==> src/rtl/cpu_pipe_pkg.sv <==
// Shared types and widths for the CPU front-end pipeline.
package cpu_pipe_pkg;

    localparam int unsigned PC_W    = 16;
    localparam int unsigned INSTR_W = 16;

    typedef enum logic [1:0] {
        FLUSH_NONE   = 2'b00,
        FLUSH_BUBBLE = 2'b01,
        FLUSH_KILL   = 2'b10
    } flush_t;

    typedef struct packed {
        logic [PC_W-1:0]    pc;
        logic [INSTR_W-1:0] instr;
    } fetch_entry_t;

endpackage

==> src/rtl/fetch_queue.sv <==
// Small synchronous FIFO of fetched {pc, instr} entries with a single-cycle clear.
module fetch_queue
    import cpu_pipe_pkg::*;
#(
    parameter int unsigned Depth = 2,
    parameter int unsigned CntW  = $clog2(Depth + 1)
) (
    input  logic            clk_i,
    input  logic            rst_i,
    input  logic            push_i,
    input  fetch_entry_t    push_data_i,
    input  logic            pop_i,
    input  logic            clear_i,
    output fetch_entry_t    head_o,
    output logic [CntW-1:0] count_o,
    output logic            empty_o,
    output logic            full_o
);

    localparam int unsigned PtrW = (Depth > 1) ? $clog2(Depth) : 1;

    fetch_entry_t    mem_q [Depth];
    logic [PtrW-1:0] rd_ptr_q, rd_ptr_d;
    logic [PtrW-1:0] wr_ptr_q, wr_ptr_d;
    logic [CntW-1:0] count_q, count_d;
    logic            do_push, do_pop;

    function automatic logic [PtrW-1:0] ptr_inc(input logic [PtrW-1:0] p);
        return (p == PtrW'(Depth - 1)) ? '0 : p + PtrW'(1);
    endfunction

    assign empty_o = (count_q == '0);
    assign full_o  = (count_q == CntW'(Depth));
    assign count_o = count_q;
    assign head_o  = mem_q[rd_ptr_q];

    always_comb begin
        do_push  = push_i && !full_o;
        do_pop   = pop_i && !empty_o;
        rd_ptr_d = do_pop ? ptr_inc(rd_ptr_q) : rd_ptr_q;
        wr_ptr_d = do_push ? ptr_inc(wr_ptr_q) : wr_ptr_q;
        count_d  = count_q + CntW'(do_push) - CntW'(do_pop);
        if (clear_i) begin
            rd_ptr_d = '0;
            wr_ptr_d = '0;
            count_d  = '0;
        end
    end

    always_ff @(posedge clk_i) begin
        if (rst_i) begin
            rd_ptr_q <= '0;
            wr_ptr_q <= '0;
            count_q  <= '0;
        end else begin
            rd_ptr_q <= rd_ptr_d;
            wr_ptr_q <= wr_ptr_d;
            count_q  <= count_d;
        end
    end

    always_ff @(posedge clk_i) begin
        if (do_push && !clear_i) begin
            mem_q[wr_ptr_q] <= push_data_i;
        end
    end

endmodule

==> src/rtl/fetch_unit.sv <==
// Instruction-fetch stage: owns the fetch PC, issues credit-limited memory requests,
// queues responses and drops those made stale by a branch redirect.
module fetch_unit
    import cpu_pipe_pkg::*;
#(
    parameter logic [PC_W-1:0] RESET_PC = '0,
    parameter int unsigned     QDEPTH   = 2
) (
    input  logic               clk,
    input  logic               reset,
    input  logic               stall,
    input  logic               branch_taken,
    input  logic [PC_W-1:0]    branch_target,
    output logic               imem_req_valid,
    input  logic               imem_req_ready,
    output logic [PC_W-1:0]    imem_req_addr,
    input  logic               imem_rsp_valid,
    input  logic [INSTR_W-1:0] imem_rsp_data,
    output logic [PC_W-1:0]    pc,
    output logic [INSTR_W-1:0] instruction,
    output logic [1:0]         flush
);

    localparam int unsigned   CntW      = $clog2(QDEPTH + 1);
    localparam logic [CntW:0] CreditMax = (CntW + 1)'(QDEPTH);

    logic [PC_W-1:0] fetch_pc_q, fetch_pc_d;
    logic [PC_W-1:0] rsp_pc_q, rsp_pc_d;
    logic [CntW-1:0] inflight_q, inflight_d;
    logic [CntW-1:0] drop_q, drop_d;
    logic            boot_q;

    fetch_entry_t    q_head;
    logic [CntW-1:0] q_count;
    logic            q_empty, q_full, q_push, q_pop;
    logic            accept;

    fetch_queue #(
        .Depth(QDEPTH),
        .CntW (CntW)
    ) u_queue (
        .clk_i      (clk),
        .rst_i      (reset),
        .push_i     (q_push),
        .push_data_i('{pc: rsp_pc_q, instr: imem_rsp_data}),
        .pop_i      (q_pop),
        .clear_i    (branch_taken),
        .head_o     (q_head),
        .count_o    (q_count),
        .empty_o    (q_empty),
        .full_o     (q_full)
    );

    // Credits count stale requests too, so the queue can never overflow.
    assign imem_req_valid = !reset && !boot_q && !branch_taken
                            && (({1'b0, inflight_q} + {1'b0, q_count}) < CreditMax);
    assign imem_req_addr  = fetch_pc_q;
    assign accept         = imem_req_valid && imem_req_ready;

    always_comb begin
        q_push = !reset && !branch_taken && imem_rsp_valid && (drop_q == '0) && !q_full;
        q_pop  = !reset && !branch_taken && !stall && !q_empty;

        fetch_pc_d = fetch_pc_q;
        rsp_pc_d   = rsp_pc_q;
        inflight_d = inflight_q + CntW'(accept) - CntW'(imem_rsp_valid);
        drop_d     = drop_q;

        if (branch_taken) begin
            fetch_pc_d = branch_target;
            rsp_pc_d   = branch_target;
            // Every request still outstanding after this edge belongs to the old path.
            drop_d     = inflight_q - CntW'(imem_rsp_valid);
        end else begin
            if (accept) fetch_pc_d = fetch_pc_q + PC_W'(1);
            if (q_push) rsp_pc_d = rsp_pc_q + PC_W'(1);
            if (imem_rsp_valid && (drop_q != '0)) drop_d = drop_q - CntW'(1);
        end
    end

    always_comb begin
        pc          = rsp_pc_q;
        instruction = '0;
        flush       = FLUSH_BUBBLE;
        if (reset) begin
            pc = RESET_PC;
        end else begin
            if (!q_empty) begin
                pc          = q_head.pc;
                instruction = q_head.instr;
                flush       = FLUSH_NONE;
            end
            if (branch_taken) begin
                instruction = '0;
                flush       = FLUSH_KILL;
            end
        end
    end

    always_ff @(posedge clk) begin
        if (reset) begin
            fetch_pc_q <= RESET_PC;
            rsp_pc_q   <= RESET_PC;
            inflight_q <= '0;
            drop_q     <= '0;
            boot_q     <= 1'b1;
        end else begin
            fetch_pc_q <= fetch_pc_d;
            rsp_pc_q   <= rsp_pc_d;
            inflight_q <= inflight_d;
            drop_q     <= drop_d;
            boot_q     <= 1'b0;
        end
    end

endmodule

==> config.mk <==
export PLATFORM = sky130hd
export DESIGN_NAME = fetch_unit
export DESIGN_NICKNAME = d
export VERILOG_FILES = /design/src/rtl/cpu_pipe_pkg.sv /design/src/rtl/fetch_queue.sv /design/src/rtl/fetch_unit.sv
export SDC_FILE = /design/constraint.sdc
export NUM_CORES = 1
export LEC_CHECK = 0
export ABC_AREA = 0
export CAP_MARGIN = 5
export CORE_UTILIZATION = 25
export CTS_BUF_LIST = sky130_fd_sc_hd__clkbuf_4 sky130_fd_sc_hd__clkbuf_8
export DETAILED_ROUTE_END_ITERATION = 7
export PLACE_DENSITY = 0.5
export SLEW_MARGIN = 0
export SYNTH_ARGS = -nofsm -noshare
export SYNTH_HDL_FRONTEND = slang
export SYNTH_HIERARCHICAL = 1
export SYNTH_SLANG_ARGS = --single-unit
export TNS_END_PERCENT = 30
==> constraint.sdc <==
create_clock -name clk -period 14.45 [get_ports clk]
set_clock_uncertainty 0.1 [all_clocks]
set_input_delay 2.89 -clock clk [delete_from_list [all_inputs] [get_ports clk]]
set_output_delay 2.89 -clock clk [all_outputs]
set_load 0.01 [all_outputs]
# ---- Yosys cells after proc, flatten, opt, wreduce, memory -nomap -nowiden
# Memory sizes are Yosys's and may differ from the RTL's. A register that Yosys moved wholly into a read port is not among the register bits.
# Index checks and enable logic that the tools add are counted.
# Widths: inputs -> output; s select.
dict set report word_totals {
  ff_bits 41
  ram_bits 64
  mem_count 1
}
# name depth word_bits read_ports rd_clocked_by_memory_dff write_ports line
set memory_table {}
lappend memory_table {u_queue.mem_q 2 32 1 1 1 fetch_queue.sv:22} ;# fetch_entry_t mem_q [Depth];
dict set report op_classes {
  addsub 11
  order_cmp 1
  n_eq_ne 1
  muxes 21
  reduce_logical 27
}
# operator count
set op_table {}
lappend op_table {{$mux 16} 9}
lappend op_table {{$add 16x1->16 const B} 2}
lappend op_table {{$logic_and 1x1->1} 14}
lappend op_table {{$mux 1} 8}
lappend op_table {{$mux 2} 4}
lappend op_table {{$reduce_bool 2->1} 4}
lappend op_table {{$logic_not 1->1} 6}
lappend op_table {{$sub 2x1->2} 3}
lappend op_table {{$add 2x1->2} 2}
lappend op_table {{$logic_not 2->1} 2}
lappend op_table {{$add 2x2->3} 1}
lappend op_table {{$lt 3x2->1 const B} 1}
lappend op_table {{$add 1x1->1 const B} 2}
lappend op_table {{$eq 2x2->1 const B} 1}
lappend op_table {{$reduce_or 2->1} 1}
lappend op_table {{$sub 2x1->2 const B} 1}

# ---- Depth between registers and ports, before layout
# Gate-level depths: netlist of the first run.
dict set report depth {
  ltp_word 9
  depth_mapped 11
  depth_no_buf 11
}

# ---- Modules after synthesis
# Netlist of the first run, hierarchy kept.
# mod instances cells_each area_each_um2 seq_area_each_um2
set by_module_without_submodules {}
lappend by_module_without_submodules {fetch_queue 1 125 2693.8 2021.9}
lappend by_module_without_submodules {fetch_unit 1 298 2467.4 740.7}

# ---- Least setup slack after synthesis of the first run
# No wires, ideal clock.
dict set report synth_timing {
  kind {input port to output port}
  from {in branch_taken}
  to {out instruction[10]}
  t_arrival_ns 3.827
  setup_slack_ns 7.633
  stages 4
  n_path_buf 2
  cell_sequence {buf_2 -> nor3_1 -> clkbuf_1 -> and2_1}
}
dict set report synth_between {
  elab_chain_cells 2
}
# element line
set synth_lines {}
lappend synth_lines {{start: declaration} fetch_unit.sv:12} ;# input logic branch_taken,
lappend synth_lines {{$mux 16} fetch_unit.sv:93} ;# if (branch_taken) begin
lappend synth_lines {{$mux 16} fetch_unit.sv:85} ;# if (reset) begin
lappend synth_lines {{end: declaration} fetch_unit.sv:20} ;# output logic [INSTR_W-1:0] instruction,
# Every way passes these cells.

# ---- Final worst setup path of the first run
dict set report layout_timing {
  from {in branch_taken}
  to {out flush[1]}
}
dict set report layout_between {
  elab_chain_cells 2
}
# element line
set layout_lines {}
lappend layout_lines {{$mux 2} fetch_unit.sv:93}
lappend layout_lines {{$mux 2} fetch_unit.sv:85}
lappend layout_lines {{end: declaration} fetch_unit.sv:21} ;# output logic [1:0] flush
# Every way passes these cells.

==> impl_metrics.env, run 1 <==
export IMPL_syn_nets=470
export IMPL_ir_worst_vdd_mv=0.0356
export IMPL_synthTopCellsByArea="edfxtp_1 37%, dfxtp_1 16%, mux2_4 8.7%, mux2i_1 3.9%, and2_1 2.5%"
export IMPL_endpoint_kind="primary output"
export IMPL_muxShareOfSynthArea=0.133
export IMPL_h_tree_depth=3
export IMPL_synth_main_ff_cell="edfxtp_1"
export IMPL_hold_path_end="u_queue/wr_ptr_q"
export IMPL_r2r_cells=10
export IMPL_cts_tree="done"
export IMPL_path_cells="clkdlybuf4s50_1, buf_4, inv_1, buf_4, nor2_1, clkdlybuf4s50_1"
export IMPL_crit_buf_inv=5
export IMPL_synthAdderAreaFrac=0.0233
export IMPL_synthCells=423
export IMPL_syn_area_per_cell_um2=12.2
export IMPL_combPwrFrac=0.115
export IMPL_drt_wirelength_per_cell_um=15.4
export IMPL_grt_usage=0.118
export IMPL_start_util=0.255
export IMPL_gp_congestion=0.795
export IMPL_p_switching_uw=145
export IMPL_reg2reg_from="u_queue/count_o[0]"
export IMPL_hold_violations=0
export IMPL_cp_max_fo=36
export IMPL_synth_top_family_by_area="simple AND/OR/NAND/NOR gates"
export IMPL_syn_area_um2=5160
export IMPL_sequentialPowerShare=0.568
export IMPL_slew_viol_final=0
export IMPL_drive_gt1_frac=0.143
export IMPL_final_util=0.322
export IMPL_dieArea_um2=21200
export IMPL_setup_viol=0
export IMPL_ctsResizeCount=0
export IMPL_holdWs_ns=0.412
export IMPL_core_rowCount=52
export IMPL_antenna_found_initial=0
export IMPL_synth_area_leader_cell="edfxtp_1"
export IMPL_synth_top_area_frac=0.372
export IMPL_ys_async_sr_fraction=0
export IMPL_synth_compound_area_frac=0.0730
export IMPL_hpwl_um=8300
export IMPL_core_um2=20200
export IMPL_clockPowerShare=0.317
export IMPL_rsz0062_at_grt="no"
export IMPL_leakage_nw=2.39
export IMPL_hp_start="u_queue/wr_ptr_q"
export IMPL_via_count=3478
export IMPL_die_y_um=146
export IMPL_cts_hold_buf=0
export IMPL_grt_remaining_overflow=0
export IMPL_drt_pass1_iterations=4
export IMPL_p_int_uw=461
export IMPL_status="completed"
export IMPL_cellPowerDensity_nw_per_um2=93.1
export IMPL_start_kind="input pin"
export IMPL_area_growth_pct=26.1
export IMPL_hold_class="flip-flop to flip-flop"
export IMPL_drtIter0Drc=111
export IMPL_layout_nets=554
export IMPL_fill_cells=2053
export IMPL_grt_pass1_wl_um=19500
export IMPL_ioPinCount=89
export IMPL_yosysSeqAreaShare=0.535
export IMPL_clock_fmax_mhz=123
export IMPL_cts_made_buffers=9
export IMPL_clockBufferDepth=2
export IMPL_min_path_cells=2
export IMPL_r2r_slack_ns=11.56
export IMPL_cts_root_buffer="clkbuf_8"
export IMPL_slowest_stage="clkdlybuf4s50_1"
export IMPL_total_power_uw=606
export IMPL_diodes=0
export IMPL_ys_ff_latch=106
export IMPL_synth_xor_area_share=0.0424
export IMPL_drcViolationCount=0
export IMPL_fp_dieW_um=146
export IMPL_layout_min_cycle_time_ns=8.11
export IMPL_crit_family="buffers and inverters"
export IMPL_final_cell_mix="87 x clkdlybuf4s50_1, 64 x edfxtp_1, 41 x dfxtp_1"
export IMPL_ys_types=55
export IMPL_ant_nets=0
export IMPL_cp_data_arrival_time_ns=5.12
export IMPL_tns_ns=0
export IMPL_cap_violations=0
export IMPL_io_buffers=88
export IMPL_clock_latency_ns=0.38
export IMPL_place_ws_ns=6.31
export IMPL_slew_headroom=0.242
export IMPL_grt_max_degree=51
export IMPL_sw_frac_of_total=0.239
export IMPL_routed_wl_um=12000
export IMPL_ys_warnings_count=6
export IMPL_fin_crit_sh=0.561
export IMPL_path_clk_slew_ns=0.09
export IMPL_critPathLaunch="branch_taken"
export IMPL_setup_ws_ns=6.34
export IMPL_crit_type="input pin to primary output"
export IMPL_slowest_delay_ns=0.57
export IMPL_worstPathRequired_ns=11.46
export IMPL_avgViaCountPerCell=4.45
export IMPL_cts_setup_buffers=0
export IMPL_tightestPinTransition_ns=1.14
export IMPL_clkSinkCount=106
export IMPL_synth_simple_gate_area_frac=0.153
export IMPL_mostFrequentLayoutCell="clkdlybuf4s50_1"
export IMPL_synth_edf_count=64
export IMPL_grt_pass1_vias=3561
export IMPL_r2r_end="inflight_q[1]"
## Yosys cell counts (2+ instances only)
cell and n:
ha_1 8, clkbuf_1 4, nor4_1 4, mux2_4 30, o31a_1 5, inv_1 18
nand2_1 15, nand3_1 10, mux2_2 3, dfxtp_1 42, and3b_1 2, nand4_1 14
buf_2 7, o21bai_1 2, a211oi_1 5, buf_6 5, a21oi_1 16, xnor2_1 13
xor2_1 12, mux2i_1 20, o211ai_1 3, buf_1 6, and3_1 6, and4_1 4
nor2_1 29, edfxtp_1 64, nor3_1 9, a21boi_0 16, or3_1 4, and2_1 21
o21ai_0 2
## layer usage
layer  GRT usage  part of all wire
met1       0.152              0.48
met2       0.191              0.46
met3      0.0235             0.037
met4      0.0489             0.019
met5           0                 0
## registers in the layout (all words and copies together) (netlist names), named ones only
signal,flops
u_queue/mem_q,64
imem_req_addr,16
rsp_pc_q,16
drop_q,2
inflight_q,2
u_queue/count_o,2
boot_q,1
u_queue/rd_ptr_q,1
u_queue/wr_ptr_q,1
## area by class of cell
cell class	count	area (um2)	area share
Sequential cell	106	2760	0.425
Multi-Input combinational cell	276	2200	0.338
Timing Repair Buffer	96	936	0.144
Tap cell	270	338	0.0519
Clock buffer	14	168	0.0258
Inverter	18	67.6	0.0104
Clock inverter	2	36.3	0.00557
## worst reg2reg max path, cell delays in order (launching register included)
cell and delay [ns]:
dfxtp_1 0.49, and2_1 0.19, fa_1 0.46, nor3_1 0.47
nand2_1 0.17, ha_1 0.31, inv_1 0.04, ha_1 0.17
xor2_1 0.17, xnor2_1 0.13, nor2_1 0.06
## how the worst max path moves through the flow
| stage | to | slack [ns] | depth (start not counted) |
|---|---|---|---|
| floorplan | instruction[10] | 7.63 | 4 |
| global placement | flush[1] | 6.39 | 6 |
| detailed placement | flush[1] | 6.31 | 6 |
| CTS | flush[1] | 6.32 | 6 |
| global route | flush[1] | 6.18 | 6 |
| finish | flush[1] | 6.34 | 6 |
## logic make-up after synthesis
logic type	Yosys count
AO/OA/AOI/OAI	55
XOR/XNOR	25
adder cells (fa/ha/maj)	9
buffers and inverters	41
multiplexers	53
flip-flops	106
AND/OR/NAND/NOR	134
## stage by stage
stage | cells | area [um2]
after global placement | 766 | 6310
final | 782 | 6510
after detailed placement | 766 | 6310
after floorplan | 423 | 5160
after CTS | 782 | 6510
after global routing | 782 | 6510
## power groups by stage
stage / logic [mW] / registers [mW] / clock network (mW)
floorplan: 0.0368 / 0.348 / 0
global placement: 0.0693 / 0.350 / 0
detailed placement: 0.0702 / 0.351 / 0
CTS: 0.0708 / 0.344 / 0.200
global route: 0.0765 / 0.346 / 0.211
finish: 0.0697 / 0.344 / 0.192
No activity file was read; power rests on OpenSTA's default activity.
==> run 2: changes to the inputs <==
==> constraint.sdc (replaced) <==
create_clock -name clk -period 8.5 [get_ports clk]
set_clock_uncertainty 0.1 [all_clocks]
set_input_delay 1.7 -clock clk [delete_from_list [all_inputs] [get_ports clk]]
set_output_delay 1.7 -clock clk [all_outputs]
set_load 0.01 [all_outputs]
==> run 2 against run 1 <==
  * Total power rose by 63%
  * Largest power group unchanged
  * Register-to-register slack got worse by 5.9 ns
  * Critical path type unchanged
  * Non-clock buffer count fell by 1
  * Sequential share of layout area rose by 0.27 points
  * Routed wire length fell by 1.4%
==> impl_metrics.env, run 2 (synthesized netlist as in run 1, its figures left out) <==
export IMPL_status="completed"
export IMPL_reg2reg_from="u_queue/count_o[0]"
export IMPL_h_tree_depth=3
export IMPL_hpwl_um=8240
export IMPL_core_rowCount=52
export IMPL_cts_hold_buf=0
export IMPL_avgViaCountPerCell=4.43
export IMPL_die_y_um=146
export IMPL_slew_headroom=0.261
export IMPL_drt_pass1_iterations=5
export IMPL_cts_tree="done"
export IMPL_antenna_found_initial=0
export IMPL_mostFrequentLayoutCell="clkdlybuf4s50_1"
export IMPL_clkSinkCount=106
export IMPL_drive_gt1_frac=0.139
export IMPL_grt_pass1_vias=3689
export IMPL_largest_reg_flops=64
export IMPL_dieArea_um2=21200
export IMPL_crit_family="buffers and inverters"
export IMPL_start_kind="input pin"
export IMPL_gp_congestion=0.750
export IMPL_crit_type="input pin to primary output"
export IMPL_cp_data_arrival_time_ns=4.14
export IMPL_grt_remaining_overflow=0
export IMPL_cts_setup_buffers=0
export IMPL_fill_cells=2035
export IMPL_slew_viol_final=0
export IMPL_setup_viol=0
export IMPL_critPathLaunch="branch_taken"
export IMPL_cap_violations=0
export IMPL_io_buffers=88
export IMPL_clock_latency_ns=0.38
export IMPL_slowest_delay_ns=0.89
export IMPL_tns_ns=0
export IMPL_multiInputGateArea_um2=2200
export IMPL_worstPathRequired_ns=6.70
export IMPL_total_power_uw=990
export IMPL_min_path_cells=2
export IMPL_diodes=0
export IMPL_drt_wirelength_per_cell_um=15.2
export IMPL_grt_max_degree=51
export IMPL_hp_start="u_queue/wr_ptr_q"
export IMPL_postLayoutCellArea_um2=6470
export IMPL_drtIter0Drc=110
export IMPL_r2r_cells=10
export IMPL_cp_max_fo=29
export IMPL_path_clk_slew_ns=0.09
export IMPL_seqCellArea_um2=2760
export IMPL_area_growth_pct=25.3
export IMPL_hold_violations=0
export IMPL_path_cells="clkdlybuf4s50_1, inv_1, nor2_1, clkdlybuf4s50_1"
export IMPL_hold_path_end="u_queue/wr_ptr_q"
export IMPL_layout_min_cycle_time_ns=5.94
export IMPL_routed_wl_um=11800
export IMPL_ioPinCount=89
export IMPL_rsz0062_at_grt="no"
export IMPL_via_count=3457
export IMPL_leakage_nw=2.37
export IMPL_cellPowerDensity_nw_per_um2=153
export IMPL_clock_fmax_mhz=168
export IMPL_place_area_um2=6300
export IMPL_layout_nets=553
export IMPL_ir_worst_vdd_mv=0.0430
export IMPL_clockBufferDepth=2
export IMPL_grt_pass1_wl_um=19400
export IMPL_crit_buf_inv=3
export IMPL_fp_dieW_um=146
export IMPL_cts_root_buffer="clkbuf_8"
export IMPL_r2r_slack_ns=5.65
export IMPL_regMostFlops="u_queue/mem_q"
export IMPL_core_um2=20200
export IMPL_ctsResizeCount=0
export IMPL_drcViolationCount=0
export IMPL_tightestPinTransition_ns=1.11
export IMPL_endpoint_kind="primary output"
export IMPL_start_util=0.255
export IMPL_cp_common_cell="clkdlybuf4s50_1"
export IMPL_cts_made_buffers=9
export IMPL_hold_class="flip-flop to flip-flop"
export IMPL_ant_nets=0
export IMPL_fin_crit_sh=0.698
export IMPL_slowest_stage="clkdlybuf4s50_1"
export IMPL_r2r_end="inflight_q[1]"
export IMPL_grt_usage=0.118
export IMPL_final_cell_mix="87 x clkdlybuf4s50_1, 64 x edfxtp_1, 41 x dfxtp_1"
run 2: metal layers:
metal,track usage,share of wire
met4,0.0605,0.028
met3,0.0245,0.041
met5,0,0
met1,0.153,0.48
met2,0.186,0.45
run 2: worst max path at each step:
stage                          end  slack (ns)  cells past startpoint
3_5_place_dp              flush[1]        2.52                      4
3_3_place_gp              flush[1]        2.58                      4
5_1_grt                   flush[1]        2.34                      4
2_1_floorplan  u_queue/mem_q[1][0]        3.06                      5
4_1_cts                   flush[1]        2.53                      4
6_report                  flush[1]        2.56                      4
run 2: worst min-delay path, stage by stage, from the launching register on:
cell and delay [ns]:
dfxtp_1 0.35, nand2_1 0.07, mux2i_1 0.07
run 2: layout make-up:
class / instances / share of cell area
tap: 270 / 0.0522
sequential: 106 / 0.427
inverter: 18 / 0.0104
multi-input combinational: 276 / 0.340
clock inverter: 3 / 0.00271
clock buffer: 12 / 0.0236
timing repair buffer: 95 / 0.144
run 2: report_power, final:
group	total (mW)	switching, mW	internal (mW)
registers	0.584	0.0223	0.562
logic	0.118	0.0547	0.0635
clock network	0.288	0.169	0.119
total	0.990	0.246	0.745
run 2: per-stage QoR:
step | util | std cells | hold WS (ns) | setup slack, ns
2_1_floorplan | - | 423 | 0.342 | 3.06
3_3_place_gp | 0.311 | 765 | 0.381 | 2.58
3_5_place_dp | 0.311 | 765 | 0.412 | 2.52
4_1_cts | 0.320 | 780 | 0.427 | 2.53
5_1_grt | 0.320 | 780 | 0.466 | 2.34
6_report | 0.320 | 780 | 0.431 | 2.56
==> run 3: changes to the inputs <==
--- a/config.mk
+++ b/config.mk
@@ -10,7 +10,7 @@
 export CORE_UTILIZATION = 25
 export CTS_BUF_LIST = sky130_fd_sc_hd__clkbuf_4 sky130_fd_sc_hd__clkbuf_8
 export DETAILED_ROUTE_END_ITERATION = 7
-export PLACE_DENSITY = 0.5
+export PLACE_DENSITY = 0.51
 export SLEW_MARGIN = 0
 export SYNTH_ARGS = -nofsm -noshare
 export SYNTH_HDL_FRONTEND = slang
==> constraint.sdc (replaced) <==
create_clock -name clk -period 5.1 [get_ports clk]
set_clock_uncertainty 0.1 [all_clocks]
set_input_delay 1.02 -clock clk [delete_from_list [all_inputs] [get_ports clk]]
set_output_delay 1.02 -clock clk [all_outputs]
set_load 0.01 [all_outputs]
==> run 3 against run 2 <==
  * Utilization up 0.056 points
  * Worst hold slack worse by 0.021 ns
  * Flip-flop and latch count unchanged
  * Count of clock-buffer cells in the layout unchanged
  * Non-clock buffer count up 1
  * Critical path depth up 1
  * Cell count up 0.26%
  * Sequential power up 67%
  * Worst setup slack worse by 1.3 ns
  * Sequential share of layout area down 0.074 points
  * Total power up 66%
  * Die area unchanged
  * Largest power group unchanged
  * Highest routed layer unchanged
==> impl_metrics.env, run 3 (synthesized netlist as in run 1, its figures left out) <==
export IMPL_r2r_slack_ns=2.28
export IMPL_sw_frac_of_total=0.249
export IMPL_path_cells="clkdlybuf4s50_1, nor3_1, buf_4, and2_1, clkdlybuf4s50_1"
export IMPL_start_kind="input pin"
export IMPL_start_util=0.255
export IMPL_ioPinCount=89
export IMPL_grt_max_degree=33
export IMPL_regMostFlops="u_queue/mem_q"
export IMPL_slowest_delay_ns=0.55
export IMPL_crit_family="buffers and inverters"
export IMPL_endpoint_kind="primary output"
export IMPL_hpwl_um=8290
export IMPL_slew_headroom=0.270
export IMPL_avgViaCountPerCell=4.48
export IMPL_layout_nets=554
export IMPL_grt_pass1_wl_um=18800
export IMPL_p_switching_uw=410
export IMPL_drt_wirelength_per_cell_um=15.2
export IMPL_antenna_found_initial=0
export IMPL_mostFrequentLayoutCell="clkdlybuf4s50_1"
export IMPL_ctsResizeCount=0
export IMPL_dieArea_um2=21200
export IMPL_routed_wl_um=11900
export IMPL_cts_setup_buffers=0
export IMPL_grt_usage=0.115
export IMPL_slew_viol_final=0
export IMPL_crit_type="input pin to primary output"
export IMPL_cts_root_buffer="clkbuf_8"
export IMPL_fin_crit_sh=0.759
export IMPL_cts_made_buffers=9
export IMPL_finalNonFillerCells=782
export IMPL_ir_worst_vdd_mv=0.113
export IMPL_ant_nets=0
export IMPL_clockPowerShare=0.290
export IMPL_postLayoutCellArea_um2=6480
export IMPL_grt_pass1_vias=3442
export IMPL_tns_ns=0
export IMPL_drtIter0Drc=123
export IMPL_cts_tree="done"
export IMPL_leakage_nw=2.38
export IMPL_status="completed"
export IMPL_diodes=0
export IMPL_total_power_mw=1.65
export IMPL_grt_remaining_overflow=0
export IMPL_crit_buf_inv=3
export IMPL_h_tree_depth=3
export IMPL_drive_gt1_frac=0.143
export IMPL_place_ws_ns=1.23
export IMPL_drt_pass1_iterations=4
export IMPL_area_growth_pct=25.6
export IMPL_final_cell_mix="87 x clkdlybuf4s50_1, 64 x edfxtp_1, 41 x dfxtp_1"
export IMPL_setup_viol=0
export IMPL_via_count=3501
export IMPL_place_inst=766
export IMPL_cp_common_cell="clkdlybuf4s50_1"
export IMPL_path_clk_slew_ns=0.09
export IMPL_largest_reg_flops=64
export IMPL_gp_congestion=0.739
export IMPL_cap_violations=0
export IMPL_cellPowerDensity_nw_per_um2=254
export IMPL_rsz0062_at_grt="no"
export IMPL_clockBufferDepth=2
export IMPL_hold_violations=0
export IMPL_layout_min_cycle_time_ns=3.87
export IMPL_clkSinkCount=106
export IMPL_place_area_um2=6310
export IMPL_fp_dieW_um=146
export IMPL_cp_max_fo=16
export IMPL_cp_data_arrival_time_ns=2.75
export IMPL_clock_fmax_mhz=258
export IMPL_io_buffers=88
export IMPL_setup_ws_ns=1.23
export IMPL_p_int_mw=1.24
export IMPL_die_y_um=146
export IMPL_drcViolationCount=0
export IMPL_sequentialPowerShare=0.591
export IMPL_hold_class="flip-flop to flip-flop"
export IMPL_worstPathRequired_ns=3.98
export IMPL_tightestPinTransition_ns=1.09
export IMPL_fill_cells=2037
export IMPL_core_rowCount=52
export IMPL_core_um2=20200
export IMPL_combPwrFrac=0.120
export IMPL_slowest_stage="clkdlybuf4s50_1"
export IMPL_clock_latency_ns=0.38
export IMPL_cts_hold_buf=0
## run 3: cell types whose count changed in the layout (fill, tap and decap cells not counted)
cell	before	now
buf_4	7	8
clkbuf_4	2	3
clkbuf_8	10	9
clkinv_4	0	1
clkinvlp_4	1	0
inv_6	0	1
## run 3: path summary, 6_finish.rpt
check	start	to	depth (start not counted)
min reg2reg	rsp_pc_q[15]	u_queue/mem_q[1][31]	0
max reg2reg	u_queue/count_o[0]	inflight_q[1]	10
max	branch_taken	instruction[5]	5
min	rsp_pc_q[15]	u_queue/mem_q[1][31]	0
## run 3: area by class of cell
cell class              instances  area, um2  area share
repair buffers                 96        936       0.144
clock buffers                  12        146      0.0226
well taps                     270        338      0.0521
flip-flops and latches        106       2760       0.427
multi-input cells             276       2200       0.340
clock inverters                 4       27.5     0.00425
inverters                      18       67.6      0.0104
## run 3: power by group through the flow
| stage | sequential (mW) | combinational (mW) | clock, mW |
|---|---|---|---|
| after global routing | 0.980 | 0.216 | 0.536 |
| final | 0.974 | 0.197 | 0.478 |
| after CTS | 0.974 | 0.201 | 0.508 |
| after floorplan | 0.986 | 0.104 | 0 |
| after detailed placement | 0.994 | 0.199 | 0 |
| after global placement | 0.992 | 0.196 | 0 |
## run 3: layer usage
layer  vias up  track usage  routed length (um)
met3        13       0.0345                 499
li1       1709            -                   -
met2       101        0.180                5360
met4         0       0.0321                 184
met1      1678        0.153                5820
met5         -            0                   0
## run 3: per-stage QoR
stage	utilization	hold WS, ns
2_1_floorplan	-	0.342
3_3_place_gp	0.312	0.379
3_5_place_dp	0.312	0.406
4_1_cts	0.320	0.424
5_1_grt	0.320	0.437
6_report	0.320	0.410
## run 3: worst reg2reg max path: cells and delay by family, from the launching register on
family	cells	cell delay (ns)
buffers and inverters	1	0.04
adder cells (fa/ha/maj)	3	0.94
AND/OR/NAND/NOR	4	0.86
XOR/XNOR	2	0.30
flip-flops	1	0.48
